==> src/rtl/decode_imm_stage_pkg.sv <==
// Shared RV64 decode definitions: widths, opcode/funct3 codes, immediate
// types and the buffered entry layout used by the decode-immediate stage.
package decode_imm_stage_pkg;

    localparam int DATA_WIDTH  = 64;
    localparam int INSTR_WIDTH = 32;
    localparam int DEPTH       = 2;

    localparam logic [6:0] OPC_LUI       = 7'b0110111;
    localparam logic [6:0] OPC_AUIPC     = 7'b0010111;
    localparam logic [6:0] OPC_JAL       = 7'b1101111;
    localparam logic [6:0] OPC_JALR      = 7'b1100111;
    localparam logic [6:0] OPC_BRANCH    = 7'b1100011;
    localparam logic [6:0] OPC_LOAD      = 7'b0000011;
    localparam logic [6:0] OPC_STORE     = 7'b0100011;
    localparam logic [6:0] OPC_OP_IMM    = 7'b0010011;
    localparam logic [6:0] OPC_OP_IMM_32 = 7'b0011011;
    localparam logic [6:0] OPC_OP        = 7'b0110011;
    localparam logic [6:0] OPC_OP_32     = 7'b0111011;
    localparam logic [6:0] OPC_MISC_MEM  = 7'b0001111;
    localparam logic [6:0] OPC_SYSTEM    = 7'b1110011;

    localparam logic [2:0] F3_SLL     = 3'b001;
    localparam logic [2:0] F3_SRL_SRA = 3'b101;

    // NONE must stay at zero so a cleared entry reads back as "no immediate".
    typedef enum logic [2:0] {
        IMM_TYPE_NONE   = 3'd0,
        IMM_TYPE_I      = 3'd1,
        IMM_TYPE_ISHIFT = 3'd2,
        IMM_TYPE_S      = 3'd3,
        IMM_TYPE_B      = 3'd4,
        IMM_TYPE_U      = 3'd5,
        IMM_TYPE_J      = 3'd6
    } immediate_type_e;

    typedef struct packed {
        logic [INSTR_WIDTH-1:0] instr;
        logic [DATA_WIDTH-1:0]  pc;
        logic [DATA_WIDTH-1:0]  imm;
        immediate_type_e        imm_type;
        logic                   illegal;
    } buf_entry_t;

    function automatic logic is_shift_funct3(input logic [2:0] funct3);
        return (funct3 == F3_SLL) || (funct3 == F3_SRL_SRA);
    endfunction

endpackage

==> src/rtl/decode_imm_stage_if.sv <==
// Fetch-side and consumer-side handshake bundle of the decode-immediate stage.
interface decode_imm_stage_if
    import decode_imm_stage_pkg::*;
();
    logic                   flush_i;
    logic                   in_valid_i;
    logic                   in_ready_o;
    logic [INSTR_WIDTH-1:0] in_instr_i;
    logic [DATA_WIDTH-1:0]  in_pc_i;
    logic                   out_valid_o;
    logic                   out_ready_i;
    logic [INSTR_WIDTH-1:0] out_instr_o;
    logic [DATA_WIDTH-1:0]  out_pc_o;
    logic [DATA_WIDTH-1:0]  out_imm_o;
    immediate_type_e        out_imm_type_o;
    logic                   out_illegal_o;

    modport master (
        output flush_i, in_valid_i, in_instr_i, in_pc_i, out_ready_i,
        input  in_ready_o, out_valid_o, out_instr_o, out_pc_o, out_imm_o,
               out_imm_type_o, out_illegal_o
    );

    modport slave (
        input  flush_i, in_valid_i, in_instr_i, in_pc_i, out_ready_i,
        output in_ready_o, out_valid_o, out_instr_o, out_pc_o, out_imm_o,
               out_imm_type_o, out_illegal_o
    );
endinterface

==> src/rtl/decode_imm_stage_immediate_generator.sv <==
// Builds the sign-extended RV64 immediate for a given immediate type.
// Only instruction bits [31:7] carry immediate fields, so the opcode is not an input.
module immediate_generator
    import decode_imm_stage_pkg::*;
(
    input  logic [INSTR_WIDTH-1:7] instr,
    input  immediate_type_e        imm_type,
    output logic [DATA_WIDTH-1:0]  imm
);

    always_comb begin
        imm = '0;
        unique case (imm_type)
            IMM_TYPE_I:      imm = {{(DATA_WIDTH-12){instr[31]}}, instr[31:20]};
            IMM_TYPE_ISHIFT: imm = {{(DATA_WIDTH-6){1'b0}}, instr[25:20]};
            IMM_TYPE_S:      imm = {{(DATA_WIDTH-12){instr[31]}}, instr[31:25], instr[11:7]};
            IMM_TYPE_B:      imm = {{(DATA_WIDTH-13){instr[31]}}, instr[31], instr[7],
                                    instr[30:25], instr[11:8], 1'b0};
            IMM_TYPE_U:      imm = {{(DATA_WIDTH-32){instr[31]}}, instr[31:12], 12'b0};
            IMM_TYPE_J:      imm = {{(DATA_WIDTH-21){instr[31]}}, instr[31], instr[19:12],
                                    instr[20], instr[30:21], 1'b0};
            default:         imm = '0;
        endcase
    end

endmodule

==> src/rtl/decode_imm_stage.sv <==
// Decode front end: classifies each fetched instruction, generates its immediate
// and holds the result in a 2-entry buffer with registered ready toward fetch.
module decode_imm_stage
    import decode_imm_stage_pkg::*;
(
    input  logic              clk_i,
    input  logic              rst_i,
    decode_imm_stage_if.slave bus
);

    immediate_type_e       dec_type;
    logic                  dec_illegal;
    logic [DATA_WIDTH-1:0] gen_imm;
    buf_entry_t            new_entry;
    buf_entry_t            mem [DEPTH];
    logic                  wr_ptr;
    logic                  rd_ptr;
    logic [1:0]            count;
    logic [1:0]            count_next;
    logic                  ready_q;
    logic                  push;
    logic                  pop;

    // Illegal encodings always fall back to NONE so the generator yields zero.
    always_comb begin
        dec_type    = IMM_TYPE_NONE;
        dec_illegal = 1'b0;
        case (bus.in_instr_i[6:0])
            OPC_LUI, OPC_AUIPC: dec_type = IMM_TYPE_U;
            OPC_JAL:            dec_type = IMM_TYPE_J;
            OPC_JALR, OPC_LOAD, OPC_MISC_MEM, OPC_SYSTEM:
                                dec_type = IMM_TYPE_I;
            OPC_STORE:          dec_type = IMM_TYPE_S;
            OPC_BRANCH:         dec_type = IMM_TYPE_B;
            OPC_OP_IMM:
                dec_type = is_shift_funct3(bus.in_instr_i[14:12]) ? IMM_TYPE_ISHIFT : IMM_TYPE_I;
            OPC_OP_IMM_32: begin
                if (!is_shift_funct3(bus.in_instr_i[14:12])) begin
                    dec_type = IMM_TYPE_I;
                end else if (bus.in_instr_i[25]) begin
                    dec_illegal = 1'b1;
                end else begin
                    dec_type = IMM_TYPE_ISHIFT;
                end
            end
            OPC_OP, OPC_OP_32:  dec_type = IMM_TYPE_NONE;
            default:            dec_illegal = 1'b1;
        endcase
    end

    immediate_generator u_immediate_generator (
        .instr    (bus.in_instr_i[INSTR_WIDTH-1:7]),
        .imm_type (dec_type),
        .imm      (gen_imm)
    );

    always_comb begin
        new_entry.instr    = bus.in_instr_i;
        new_entry.pc       = bus.in_pc_i;
        new_entry.imm      = gen_imm;
        new_entry.imm_type = dec_type;
        new_entry.illegal  = dec_illegal;
    end

    assign push = bus.in_valid_i && ready_q && !bus.flush_i;
    assign pop  = (count != 2'd0) && bus.out_ready_i;

    always_comb begin
        count_next = count;
        if (bus.flush_i) begin
            count_next = 2'd0;
        end else if (push && !pop) begin
            count_next = count + 2'd1;
        end else if (pop && !push) begin
            count_next = count - 2'd1;
        end
    end

    // Ready is registered from the next occupancy so fetch never sees a comb path.
    always_ff @(posedge clk_i) begin
        if (rst_i) begin
            count   <= 2'd0;
            wr_ptr  <= 1'b0;
            rd_ptr  <= 1'b0;
            ready_q <= 1'b1;
            mem[0]  <= '0;
            mem[1]  <= '0;
        end else begin
            count   <= count_next;
            ready_q <= (count_next != 2'd2);
            if (push) begin
                mem[wr_ptr] <= new_entry;
            end
            if (bus.flush_i) begin
                wr_ptr <= 1'b0;
                rd_ptr <= 1'b0;
            end else begin
                if (push) wr_ptr <= ~wr_ptr;
                if (pop)  rd_ptr <= ~rd_ptr;
            end
        end
    end

    assign bus.in_ready_o     = ready_q;
    assign bus.out_valid_o    = (count != 2'd0);
    assign bus.out_instr_o    = mem[rd_ptr].instr;
    assign bus.out_pc_o       = mem[rd_ptr].pc;
    assign bus.out_imm_o      = mem[rd_ptr].imm;
    assign bus.out_imm_type_o = mem[rd_ptr].imm_type;
    assign bus.out_illegal_o  = mem[rd_ptr].illegal;

endmodule

==> src/flat_wrapper.sv <==
// flat-port wrapper written by rule: the top's interface ports become plain ports
module decode_imm_stage_flat import decode_imm_stage_pkg::*;
  (clk_i, rst_i, bus_flush_i, bus_in_valid_i, bus_in_instr_i, bus_in_pc_i, bus_out_ready_i, bus_in_ready_o, bus_out_valid_o, bus_out_instr_o, bus_out_pc_o, bus_out_imm_o, bus_out_imm_type_o, bus_out_illegal_o);
  decode_imm_stage_if bus_i ();
  input  logic clk_i;
  input  logic rst_i;
  input wire logic [$bits(bus_i.flush_i)-1:0] bus_flush_i;
  input wire logic [$bits(bus_i.in_valid_i)-1:0] bus_in_valid_i;
  input wire logic [$bits(bus_i.in_instr_i)-1:0] bus_in_instr_i;
  input wire logic [$bits(bus_i.in_pc_i)-1:0] bus_in_pc_i;
  input wire logic [$bits(bus_i.out_ready_i)-1:0] bus_out_ready_i;
  output wire logic [$bits(bus_i.in_ready_o)-1:0] bus_in_ready_o;
  output wire logic [$bits(bus_i.out_valid_o)-1:0] bus_out_valid_o;
  output wire logic [$bits(bus_i.out_instr_o)-1:0] bus_out_instr_o;
  output wire logic [$bits(bus_i.out_pc_o)-1:0] bus_out_pc_o;
  output wire logic [$bits(bus_i.out_imm_o)-1:0] bus_out_imm_o;
  output wire logic [$bits(bus_i.out_imm_type_o)-1:0] bus_out_imm_type_o;
  output wire logic [$bits(bus_i.out_illegal_o)-1:0] bus_out_illegal_o;
  assign bus_i.flush_i = bus_flush_i;
  assign bus_i.in_valid_i = bus_in_valid_i;
  assign bus_i.in_instr_i = bus_in_instr_i;
  assign bus_i.in_pc_i = bus_in_pc_i;
  assign bus_i.out_ready_i = bus_out_ready_i;
  assign bus_in_ready_o = bus_i.in_ready_o;
  assign bus_out_valid_o = bus_i.out_valid_o;
  assign bus_out_instr_o = bus_i.out_instr_o;
  assign bus_out_pc_o = bus_i.out_pc_o;
  assign bus_out_imm_o = bus_i.out_imm_o;
  assign bus_out_imm_type_o = bus_i.out_imm_type_o;
  assign bus_out_illegal_o = bus_i.out_illegal_o;
  decode_imm_stage u_core (.clk_i(clk_i), .rst_i(rst_i), .bus(bus_i));
endmodule
==> config.mk <==
export PLATFORM = sky130hd
export DESIGN_NAME = decode_imm_stage_flat
export DESIGN_NICKNAME = d
export VERILOG_FILES = /design/src/rtl/decode_imm_stage_pkg.sv /design/src/rtl/decode_imm_stage_if.sv /design/src/rtl/decode_imm_stage_immediate_generator.sv /design/src/rtl/decode_imm_stage.sv /design/src/flat_wrapper.sv
export SDC_FILE = /design/constraint.sdc
export NUM_CORES = 1
export LEC_CHECK = 0
export ABC_AREA = 1
export CAP_MARGIN = 20
export CORE_MARGIN = 1.5
export CORE_UTILIZATION = 53
export CTS_BUF_LIST = sky130_fd_sc_hd__clkbuf_2
export CTS_CLUSTER_DIAMETER = 80
export DETAILED_ROUTE_END_ITERATION = 8
export PLACE_DENSITY = 0.83
export SKIP_LAST_GASP = 1
export SLEW_MARGIN = 10
export SYNTH_ARGS = -nofsm -noshare
export SYNTH_HDL_FRONTEND = slang
export SYNTH_SLANG_ARGS = --single-unit
==> constraint.sdc <==
create_clock -name clk_i -period 7 [get_ports clk_i]
set_clock_uncertainty 0.2 [all_clocks]
set_input_delay 1.4 -clock clk_i [delete_from_list [all_inputs] [get_ports clk_i]]
set_output_delay 1.4 -clock clk_i [all_outputs]
set_load 0.02 [all_outputs]
==> run summary <==
Crit path max-delay family: flip-flops
Multi-input gate area in the final layout: 0.003418 mm^2
Core ar.: 0.02278 mm^2
Crit path time final: 4837 ps
Max Cap Viol: 0
Hold Violations, Final: 0
# Post-CTS Setup Buffers: 0
Die Span X: 155.9 um
Tightest Hold Check Type: reg2reg
Area Overhead vs Synth: 26.22%
Gr ovfl total: 0
Post-synthesis sequential area ratio: 64.94%
Post-DP HPWL: 17.53 mm
Routed WL: 27.81 mm
Final hold slack: 318.0 ps
H-tree Lvls: 3
Worst-Skew Late Latency: 750 ps
RSZ-0062 raised after global routing: no
Critical-path top delay cell: dfxtp_4
Initial core utilization: 54.41%
Final Wtd Congestion: 0.8847
Initial antenna violation count: 1
Slew headroom: 28.98%
Leak: 6.437 nW
Max Clock Freq: 0.2067 GHz
Die Y: 155.9 um
Cell Chain, Critical Path: mux2_2, clkdlybuf4s50_1
Synth top cells by count: edfxtp_1 (264), nor2_1 (230), mux2_2 (132)
Input/output buffers: 266
Share of cells above drive strength 1: 21.06%
Synth Area per Inst: 11.96 um^2
Period utilization: 69.10%
Critical path arrival: 3240 ps
Setup crit start kind: flip-flop
Yosys reg bits: 270
DRT Pass-1 Iters: 5
Via-per-instance ratio: 5.157
Clk sinks: 270
CTS tree: built
Area occupied by registers: 0.008051 mm^2
Vias post-DR: 8,499
CTS hold repair buffers: 0
Post-synth top area share: 63.97%
Root Driver: clkbuf_2
Row count: 55
Core Util, Final: 68.67%
CP peak stage delay: 1040 ps
Clk buf depth: 3
CP Class: reg2out
Synth warn: 0
Least-Margin Pin Slew: 1065 ps
Nets: 1,400
I/O pins: 267
Post-synth EDFFs: 264
Most used DFF post-synth: edfxtp_1
Status: finished, final reports clean
Largest net degree at the start of global routing: 90
CTS clk-pin slew, worst paths: 100 ps
Post-DRT Antenna Nets: 0
Die area: 0.02431 mm^2
Synth async-reset ratio: 0%
Synth top area cells: edfxtp_1 (64%), mux2_2 (12%), nor2_1 (7.0%)
Remaining DRCs: 0
Setup TNS: 0 ps
Power Density: 209.9 mW/mm^2
Number of global-route vias before repair: 8,530
Global-route wire length before repair: 43.28 mm
GR Util All Layers: 23.15%
Fillcell total: 1,694
Iteration-0 DRC Markers: 605
Critical Path Fanout Max: 74
Post-synthesis net count: 1,138
Worst EP required: 5400 ps
CP Buf/Inv Count: 1
Synthesized area: 0.01239 mm^2
Most numerous cell in the Yosys netlist: edfxtp_1
Gate Count Post-Synth: 1,036
Synth unique cells: 31
VDD IR max: 113.6 uV
Pwr Total: 3.284 mW
Total CTS buffers: 69
Critical Path End Type: output port
Final setup vio count: 0
Synth area leader: edfxtp_1
Post_cts resized: 0
Post-detailed-route wirelength per cell: 16.88 um
Final max-slew violation count: 0
## worst register-to-register path, cell delays in order (launching register included)
cell     delay, ps
dfxtp_1        350
nand2_1         90
inv_1           80
nand2_1         60
nor2_1         560
inv_4          410
nand2_4        720
buf_12         450
## per-stage QoR
stage                     cell area (um^2)  setup WS, ps  std cells
after global routing                 15640          1913       1648
final                                15640          2163       1648
after global placement               15110          2129       1540
after CTS                            15640          2036       1647
after floorplan                      12390          1057       1036
after detailed placement             15110          2080       1540
## per-layer routing
metal	share of wire, %	vias to the layer above	global-route usage [%]
met3	9.3	47	6.056
met2	50	392	38.62
met5	0	-	0
met4	2.0	0	9.025
met1	39	4038	28.98
li1	-	4022	-
## worst paths after layout
kind                                     from                               to  slack [ps]  cells after the start
max                                 flip-flop                bus_out_imm_o[34]        2160                      2
min reg2reg        u_core.wr_ptr$_SDFFE_PP0P_       u_core.wr_ptr$_SDFFE_PP0P_         320                      2
max reg2reg  u_core.bus.in_ready_o$_SDFF_PP1_  u_core.mem[1][97]$_SDFFCE_PN0P_        3610                      7
min                u_core.wr_ptr$_SDFFE_PP0P_       u_core.wr_ptr$_SDFFE_PP0P_         320                      2
## sequential cells by signal, indices dropped and copies added, names as in the netlist, named ones only
name                   flops
u_core.mem               264
u_core.count               2
u_core.bus.in_ready_o      1
u_core.rd_ptr              1
u_core.wr_ptr              1
## cells by family after synthesis
logic type	after synthesis	synth area share, %
compound gates	75	3.655
flops	270	64.94
buf+inv	216	7.663
fa+ha+maj	1	0.1009
simple gates	341	11.58
xor+xnor	1	0.07068
mux	132	11.99
## area by class of cell
cell class	count	share of cell area (%)
flip-flops and latches	270	51.47
multi-input cells	550	21.85
repair buffers	271	17.50
inverters	136	3.279
clock buffers	98	3.135
well taps	313	2.504
clock inverters	9	0.2400
diodes	1	0.01600
## layout by cell type (no fill, tap or decap), types with 2 or more instances in the layout
| master | n |
|---|---|
| mux2_2 | 132 |
| nor2_2 | 3 |
| inv_1 | 128 |
| nand4_1 | 6 |
| nor2_1 | 230 |
| edfxtp_1 | 264 |
| dfxtp_1 | 5 |
| clkinv_2 | 3 |
| o31ai_1 | 7 |
| clkbuf_2 | 98 |
| nand2_4 | 5 |
| buf_4 | 2 |
| nand2_1 | 58 |
| a21oi_2 | 10 |
| nand3_1 | 11 |
| o22ai_1 | 7 |
| buf_12 | 3 |
| nor3_1 | 12 |
| nand2_2 | 9 |
| inv_2 | 7 |
| clkdlybuf4s50_1 | 266 |
| nor2_4 | 4 |
| a21oi_1 | 49 |
| clkinv_1 | 6 |
## power by group
group / switching, mW / internal (mW)
Clock: 0.588 / 0.366
Sequential: 0.0213 / 1.85
Combinational: 0.246 / 0.213
Total: 0.856 / 2.43
Power figures use the tool's default switching activity.
